[src/rtl/flush_redirect_ctrl.sv]
// Arbitrates the EX-stage branch flush vector (way0 older), kills the younger
// way, issues a one-cycle PC redirect and sequences the IF/ID drain window.
module flush_redirect_ctrl #(
    parameter int ADDR_W       = 32,
    parameter int FLUSH_CYCLES = 2,
    parameter int CNT_W        = 16
) (
    input  logic              clk,
    input  logic              reset,
    input  logic [1:0]        ex_valid,
    input  logic [1:0]        is_flush,
    input  logic [ADDR_W-1:0] target0,
    input  logic [ADDR_W-1:0] target1,
    input  logic              stall_in,
    output logic              kill_ex_way1,
    output logic              redirect_valid,
    output logic [ADDR_W-1:0] redirect_pc,
    output logic              flush_ifid,
    output logic              flush_idex,
    output logic              busy,
    output logic [CNT_W-1:0]  flush_count
);

    localparam int DCNT_W = (FLUSH_CYCLES > 2) ? $clog2(FLUSH_CYCLES) : 1;
    localparam logic [DCNT_W-1:0] DRAIN_INIT =
        (FLUSH_CYCLES >= 2) ? DCNT_W'(FLUSH_CYCLES - 2) : '0;

    typedef enum logic [1:0] {
        IDLE     = 2'd0,
        REDIRECT = 2'd1,
        DRAIN    = 2'd2
    } state_t;

    state_t              state_reg;
    logic [DCNT_W-1:0]   drain_cnt_reg;
    logic                redirect_valid_reg;
    logic [ADDR_W-1:0]   redirect_pc_reg;
    logic                flush_ifid_reg;
    logic                flush_idex_reg;
    logic [CNT_W-1:0]    flush_count_reg;

    logic [1:0]          take;
    logic                accept;
    logic [ADDR_W-1:0]   sel_target;

    // Wrong-path EX contents while redirecting/draining are ignored via the IDLE gate.
    assign take       = is_flush & ex_valid;
    assign accept     = (state_reg == IDLE) && !stall_in && (take != 2'b00);
    assign sel_target = take[0] ? target0 : target1;

    assign kill_ex_way1   = accept && take[0];
    assign redirect_valid = redirect_valid_reg;
    assign redirect_pc    = redirect_pc_reg;
    assign flush_ifid     = flush_ifid_reg;
    assign flush_idex     = flush_idex_reg;
    assign busy           = (state_reg != IDLE);
    assign flush_count    = flush_count_reg;

    always_ff @(posedge clk) begin
        if (reset) begin
            state_reg          <= IDLE;
            drain_cnt_reg      <= '0;
            redirect_valid_reg <= 1'b0;
            redirect_pc_reg    <= '0;
            flush_ifid_reg     <= 1'b0;
            flush_idex_reg     <= 1'b0;
            flush_count_reg    <= '0;
        end else begin
            case (state_reg)
                IDLE: begin
                    if (accept) begin
                        state_reg          <= REDIRECT;
                        redirect_pc_reg    <= sel_target;
                        redirect_valid_reg <= 1'b1;
                        flush_ifid_reg     <= 1'b1;
                        flush_idex_reg     <= 1'b1;
                        if (flush_count_reg != {CNT_W{1'b1}}) begin
                            flush_count_reg <= flush_count_reg + 1'b1;
                        end
                    end
                end
                REDIRECT: begin
                    redirect_valid_reg <= 1'b0;
                    flush_idex_reg     <= 1'b0;
                    if (FLUSH_CYCLES == 1) begin
                        state_reg      <= IDLE;
                        flush_ifid_reg <= 1'b0;
                    end else begin
                        state_reg      <= DRAIN;
                        drain_cnt_reg  <= DRAIN_INIT;
                        flush_ifid_reg <= 1'b1;
                    end
                end
                DRAIN: begin
                    if (drain_cnt_reg == '0) begin
                        state_reg      <= IDLE;
                        flush_ifid_reg <= 1'b0;
                    end else begin
                        drain_cnt_reg  <= drain_cnt_reg - 1'b1;
                    end
                end
                default: begin
                    state_reg          <= IDLE;
                    redirect_valid_reg <= 1'b0;
                    flush_ifid_reg     <= 1'b0;
                    flush_idex_reg     <= 1'b0;
                end
            endcase
        end
    end

endmodule
[config.mk]
export PLATFORM = sky130hd
export DESIGN_NAME = flush_redirect_ctrl
export DESIGN_NICKNAME = d
export VERILOG_FILES = /design/src/rtl/flush_redirect_ctrl.sv
export SDC_FILE = /design/constraint.sdc
export NUM_CORES = 1
export LEC_CHECK = 0
export ABC_CLOCK_PERIOD_IN_PS = 2300
export CORE_ASPECT_RATIO = 1.2
export CORE_MARGIN = 1
export CORE_UTILIZATION = 41
export CTS_BUF_LIST = sky130_fd_sc_hd__clkbuf_8
export DETAILED_ROUTE_END_ITERATION = 10
export PLACE_DENSITY_LB_ADDON = 0.25
export REMOVE_ABC_BUFFERS = 1
export SYNTH_ARGS = -nofsm -noshare
export SYNTH_HDL_FRONTEND = slang
export SYNTH_SLANG_ARGS = --single-unit
[constraint.sdc]
create_clock -name clk -period 2.3 [get_ports clk]
set_input_delay 0.46 -clock clk [delete_from_list [all_inputs] [get_ports clk]]
set_output_delay 0.46 -clock clk [all_outputs]
set_load 0.05 [all_outputs]
=== Word-level counts from Yosys, hierarchy flattened ===
Cells that the tools add are included.

* $add $sub $neg: 2
* Equal/unequal tests: 5
* Multiplexer cells: 10
* Bitwise logic cells: 2
* Reductions and logical operators: 12

{| class="wikitable"
|+ Operator list
! cell !! number
|-
| 32-bit 2-to-1 mux || 1
|-
| 16-bit by 1-bit adder with 16-bit output, second input constant || 1
|-
| 16-bit inequality test, second input constant || 1
|-
| 2-bit case mux with 3 select lines || 1
|-
| 2-bit AND reduction || 3
|-
| 2-bit nonzero test || 3
|-
| 2-bit 2-to-1 mux || 2
|-
| 2-bit inequality test, second input constant || 2
|-
| 1-bit case mux with 2 select lines || 2
|-
| 1-bit logical AND || 3
|-
| 1-bit 2-to-1 mux || 3
|-
| 1-bit case mux with 3 select lines || 1
|-
| 3-bit AND reduction || 1
|-
| 2-bit bitwise AND || 1
|-
| 2-bit by 1-bit == test with 1-bit output, second input constant || 1
|-
| 2-bit == test, second input constant || 1
|-
| 2-bit logical NOT || 1
|-
| 1-bit logical NOT || 1
|-
| 1-bit inverter || 1
|-
| 1-bit subtractor, second input constant || 1
|}

* Register bits after elaboration: 53
* Input port bits: 71
* Output and inout port bits: 53
* Word-level logic and storage cells: 37

=== Depth between registers and ports, before layout ===
Gate-level depths: netlist of run 1.

* Word-level depth: 5
* Gate-level depth with buffers: 7
* Gate-level depth less buffers: 5

=== Worst setup path after synthesis of run 1 ===
OpenSTA, ideal clock, no wires.

* Path type: register to register
* From: register flush_count_reg[0], in the netlist flush_count[0]
* To: register flush_count_reg[14], in the netlist flush_count[14]
* Setup time: 0.070 ns
* Data arrival time: 2.305 ns
* Required time: 2.230 ns
* Setup slack: -0.075 ns
* Cell stages (with the launch flop): 7
* Buffers on the path: 1
* Period minus slack after synthesis: 2.375 ns
* Cells stage by stage: dfxtp_1 ha_1 nand3_1 or4_1 buf_2 or4_1 a21oi_1

* Cells in the longest elaborated chain, start to end: 2
* Elaborated cells on any way between the ends: 3
* Classes of those cells: 1 x add/sub; 1 x eq/ne; 1 x reduce/logical

{| class="wikitable"
|+ Ends and longest elaborated chain
! element !! RTL line !! RTL
|-
| from (decl) || 40 || <nowiki>logic [CNT_W-1:0] flush_count_reg;</nowiki>
|-
| from (signal assigned) || 78 || <nowiki>flush_count_reg <= flush_count_reg + 1'b1;</nowiki>
|-
| branches (longest 2 deep; another with 16-bit by 1-bit adder with 16-bit output) || n/a ||
|}

Parallel ways; which one is timed is not known.
A chain may end at the register's enable or synchronous reset.

=== Worst setup path after layout of run 1 ===
* From: input port stall_in
* To: register flush_count_reg[14], in the netlist flush_count[14]

* Cells in the longest elaborated chain, start to end: 4

{| class="wikitable"
|+ Ends and longest elaborated chain
! element !! RTL line !! RTL
|-
| from (decl) || 14 || <nowiki>input logic stall_in,</nowiki>
|-
| 1-bit logical NOT || 48 || <nowiki>assign accept = (state_reg == IDLE) && !stall_in && (take != 2'b00);</nowiki>
|-
| 1-bit logical AND (2 in series) || 48 ||
|-
| 3-bit AND reduction (no line) || n/a ||
|}

No other way between the ends.

==> flow_summary_export.csv, run 1 <==
group,metric,value,unit
outcome,status,"finished clean",
synth,synth-seq-cells,52,
die,ioPinCount,124,
job,maxCapViolCount,0,
cts,cts-root-buf,"clkbuf_8",
setup_path,criticalPathCategory,"primary input to register",
placement,port_buffers,123,
die,die-area,6130,um^2
grt,antenna_found_initial,0,
worst_hold_path,hp-class,"register to register",
power,switching_share,31.7,%
power,p_sw,653,uW
timing,fin_crit,2220,ps
setup_path,crit_path_end_kind,"register",
timing,skew,5.55,ps
die,die_w,71.6,um
cts,cts_tree,"yes",
finish,layout.nets,491,
synth,postSynthCellCount,297,
setup_path,crit_fanout,5,
finish,seq_area,1040,um^2
grt,grt_pass1_wl,11700,um
finish,area_growth,60.9,%
detailed_routing,routedWlPerCell,14.9,um
cts,cts_setup_buffers,0,
finish,largest_register_ffs,32,
power,p_leak,0.00134,uW
placement,place.gp.congestion,0.868,
cts,cts_made_buffers,5,
synth,yosysSeqAreaShare,43.7,%
finish,post-route-util,68.1,%
cts,clock_path_buffers,2,
power,vdd_ir_drop_max,311,uV
placement,dpl.hpwl,5140,um
die,core-area,5630,um^2
synth,synth_common_cells,"dfxtp_1, nand2_1, nand3_1",
synth,yosysMostFrequentCell,"dfxtp_1",
finish,multi_input_area,1240,um^2
detailed_routing,drt_wl_total,7180,um
timing,finalCritPeriodShare,96.5,%
detailed_routing,drt_iter0_drc,90,
cts,clock_latency,300,ps
grt,grt_max_degree,50,
timing,max-slew-margin-rel,59.8,%
synth,synth_area_leader_cell,"dfxtp_1",
grt,grt_usage,23.8,%
synth,ys_types,35,
die,num_rows,30,
finish,drive_gt1_share,7.43,%
finish,diodes,0,
synth,synth_ff_type,"dfxtp_1",
power,p_clk_share,23.4,%
timing,maxSlewViolCount,0,
detailed_routing,drc_errors,0,
cts,htreeDepth,2,
cts,cts.clk_slew.worst_paths,90,ps
detailed_routing,viasPerCell,5.64,
detailed_routing,drt_pass1_iterations,4,
power,seq_power_share,47.4,%
grt,grt_pass1_vias,2539,
finish,fillers,490,
die,start_util,42.4,%
setup_path,critPathArrivalTime,2440,ps
detailed_routing,antenna_left,0,
synth,async_flop_share,0,%
timing,rsz0062_at_grt,"no",
timing,worstMarginPinSlew,603,ps
power,pwr-share-comb,29.2,%
synth,synth_top_area_share,43.7,%
power,p_int,1410,uW
cts,numClockSinks,52,
power,powerDensity,538,nW/um^2
timing,setup_viol,0,
detailed_routing,vias,2714,
power,finalPower,2060,uW
grt,overflow,0,
synth,yosysWarnings,0,
synth,synthesis.area,2380,um^2
synth,synth_edf_count,0,
timing,hold_viol,0,
timing,max_freq,451,MHz
die,die_h,85.5,um
setup_path,worstPathRequired,2530,ps
synth,synthTopCellsByArea,"dfxtp_1, a311oi_1, nand3_1, nand2_1, nor2_1",
synth,syn_area_per_cell,8.03,um^2
setup_path,startpoint_type,"primary input",
## power groups by stage
| stage | Combinational [uW] | Sequential, uW | Clock (uW) |
|---|---|---|---|
| final | 603 | 978 | 483 |
| after global routing | 641 | 984 | 535 |
| after CTS | 605 | 978 | 487 |
| after detailed placement | 601 | 999 | 0 |
| after global placement | 594 | 998 | 0 |
| after floorplan | 132 | 1170 | 0 |
## cells in the final DEF, fill, tap and decap left out, types with 2 or more instances in the layout
cell / count
inv_1: 3
or4_1: 7
clkbuf_8: 5
nor2_1: 35
buf_12: 2
nor4_1: 3
nand2b_1: 3
clkdlybuf4s50_1: 121
nor3_1: 8
buf_4: 16
nand2_1: 40
nand4_1: 5
nand3_1: 38
and4_1: 3
o31ai_1: 8
a311oi_1: 33
a21oi_1: 11
dfxtp_1: 52
a31oi_1: 3
## metal layers
metal,track usage (%),vias to the layer above,share of wire (%)
met5,0,-,0
li1,-,1340,-
met2,41.7,98,50
met4,6.24,0,1.1
met1,26.7,1270,40
met3,9.52,6,9.5
## path summary, 6_finish.rpt
kind / start / end / slack, ps / cells past startpoint
max: stall_in / flush_count[14] / 80 / 5
min: redirect_pc[16] / redirect_pc[16] / 500 / 2
max reg2reg: flush_count[0] / flush_count[14] / 230 / 5
min reg2reg: redirect_pc[16] / redirect_pc[16] / 500 / 2
## stage by stage
stage / area, um^2 / setup slack [ps] / std cells / TNS (ps) / hold WS [ps]
after global routing: 3840 / 13.4 / 481 / 0 / 519
after detailed placement: 3750 / -262 / 476 / -678 / 491
final: 3840 / 80.5 / 481 / 0 / 499
after floorplan: 2280 / -1120 / 271 / -33910 / 456
after global placement: 3750 / -215 / 476 / -563 / 485
after CTS: 3830 / 35.3 / 481 / 0 / 501
## repair_timing
action / CTS / global route
endpoints found under the setup margin: 1 / 2
hold buffers: 0 / 0
resized for setup: 1 / 3
## cell type report
class | instances | area share, %
repair buffers | 141 | 36.3
multi-input cells | 216 | 32.4
flip-flops and latches | 52 | 27.1
well taps | 64 | 2.09
clock buffers | 5 | 1.79
inverters | 3 | 0.294
## kinds of logic after synthesis
| logic type | after synthesis | synth area share [%] |
|---|---|---|
| flops | 52 | 43.7 |
| buf+inv | 29 | 4.77 |
| compound gates | 61 | 19.6 |
| mux | 2 | 0.892 |
| simple gates | 152 | 30.5 |
| fa+ha+maj | 1 | 0.525 |
## critical path, stage by stage
cell and delay, ps:
clkdlybuf4s50_1 430, or3_4 340, or4_4 570, or4_1 480
a21oi_1 170
No activity file was read; power rests on OpenSTA's default activity.
==> run 2, diff against run 1 <==
- ABC_CLOCK_PERIOD_IN_PS: 2300 -> 2140
- CORE_MARGIN: 1 -> unset
- clock period: 2.3 -> 2.14 ns (I/O delays scaled with it)
==> run 2 against run 1 <==
Sequential power is 7% higher. Global-route usage decreased by 0.80 points. Via count rose by 0.63%. Largest cell class unchanged. Critical path depth increased by 1. Clock skew fell by 1.8 ps.
==> flow_summary_export.csv, run 2 (same netlist as run 1, synthesis figures left out) <==
group,metric,value,unit
outcome,status,"finished clean",
power,seq_power_share,45.3,%
detailed_routing,vias,2731,
power,powerDensity,587,nW/um^2
finish,drive_gt1_share,9.62,%
detailed_routing,drt_pass1_iterations,4,
finish,final_common_cell,"clkdlybuf4s50_1",
cts,numClockSinks,52,
placement,port_buffers,123,
timing,worstMarginPinSlew,546,ps
grt,antenna_found_initial,0,
detailed_routing,drt_wl_total,7300,um
timing,finalCritPeriodShare,96.7,%
timing,setup_tns,0,ps
grt,grt_usage,23.0,%
power,p_sw,716,uW
die,ioPinCount,124,
setup_path,critical-path-max-stage-delay,510,ps
detailed_routing,antenna_left,0,
setup_path,crit_top_cell,"buf_12",
setup_path,crit_path_end_kind,"output port",
setup_path,cp_slowest_cell,"clkdlybuf4s50_1",
finish,area_growth,65.9,%
detailed_routing,drt_iter0_drc,109,
setup_path,crit_fanout,17,
power,vdd_ir_drop_max,449,uV
cts,cts_setup_buffers,0,
finish,seq_area,1040,um^2
die,num_rows,30,
die,die_h,85.5,um
cts,cts.clk_slew.worst_paths,90,ps
finish,post-route-util,70.3,%
setup_path,crit_family,"buffers and inverters",
cts,cts-root-buf,"clkbuf_8",
power,p_clk_share,25.8,%
cts,clock_path_buffers,2,
detailed_routing,drc_errors,0,
power,p_int,1600,uW
timing,hold_viol,0,
detailed_routing,routedWlPerCell,14.9,um
setup_path,critPathBufInv,4,
grt,grt_max_degree,48,
timing,skew,3.74,ps
power,switching_share,30.8,%
die,core-area,5630,um^2
finish,multi_input_area,1250,um^2
timing,fin_crit,2070,ps
finish,fillers,456,
timing,max_freq,483,MHz
cts,htreeDepth,2,
power,p_leak,0.00141,uW
placement,place.gp.congestion,0.893,
finish,diodes,0,
detailed_routing,viasPerCell,5.57,
die,start_util,42.4,%
setup_path,critPathArrivalTime,1640,ps
cts,cts_tree,"yes",
die,die_w,71.6,um
cts,cts_hold_buf,0,
timing,rsz0062_at_grt,"no",
cts,cts_made_buffers,5,
power,pwr-share-comb,28.9,%
setup_path,criticalPathCategory,"primary input to output port",
die,die-area,6130,um^2
setup_path,worstPathRequired,1710,ps
setup_path,worstPathCellList,"clkdlybuf4s50_1 -> buf_4 -> buf_12 -> nand2_2 -> nor2_4 -> buf_12",
timing,setup_viol,0,
worst_hold_path,hp-class,"register to register",
placement,dpl.hpwl,5180,um
cts,clock_latency,300,ps
grt,grt_pass1_vias,2433,
timing,maxSlewViolCount,0,
finish,final_cell_mix,"clkdlybuf4s50_1, dfxtp_1, nand2_1",
finish,largest_register_ffs,32,
setup_path,startpoint_type,"primary input",
job,maxCapViolCount,0,
finish,layout.nets,498,
grt,grt_pass1_wl,11300,um
grt,overflow,0,
timing,max-slew-margin-rel,63.6,%
## run 2: metrics by stage
stage          hold slack, ps  std cells  total power (uW)  setup slack (ps)  area [um^2]
2_1_floorplan             456        271              1400             -1250         2280
3_3_place_gp              484        482              1720              -362         3810
3_5_place_dp              491        482              1730              -398         3810
4_1_cts                   502        489              2330              5.26         3920
5_1_grt                   521        490              2420              19.9         3960
6_report                  500        490              2320              70.5         3960
## run 2: what timing repair did
action,CTS,global route
resized for setup,6,3
endpoints found under the setup margin,5,1
cloned,0,1
## run 2: path summary, 6_finish.rpt
kind / startpoint / endpoint / slack (ps) / depth (start not counted)
min: redirect_pc[28] / redirect_pc[28] / 500 / 2
max: is_flush[0] / kill_ex_way1 / 70 / 6
max reg2reg: state_reg[1] / flush_count[14] / 190 / 4
min reg2reg: redirect_pc[28] / redirect_pc[28] / 500 / 2
## run 2: power by group through the flow
stage	Clock (uW)	Combinational (uW)	Sequential, uW
after floorplan	0	142	1260
after CTS	612	661	1050
final	599	670	1050
after detailed placement	0	658	1070
after global placement	0	652	1070
after global routing	653	710	1060
## run 2: layout make-up
type	instances	share of cell area [%]
multi-input combinational	216	31.6
clock buffer	7	2.44
tap	64	2.02
sequential	52	26.3
inverter	3	0.285
timing repair buffer	148	37.3
## run 2: routing by layer
layer,track usage (%),up-vias,wire length [um]
met5,0,-,0
met4,5.35,0,68
li1,-,1356,-
met3,7.64,7,587
met1,28.3,1256,3120
met2,38.9,112,3520
## run 2: worst register-to-register path, cell delays in order (launching register included)
cell     delay [ps]
dfxtp_1         320
or3_4           380
or4_4           570
or4_1           470
a21oi_1         140
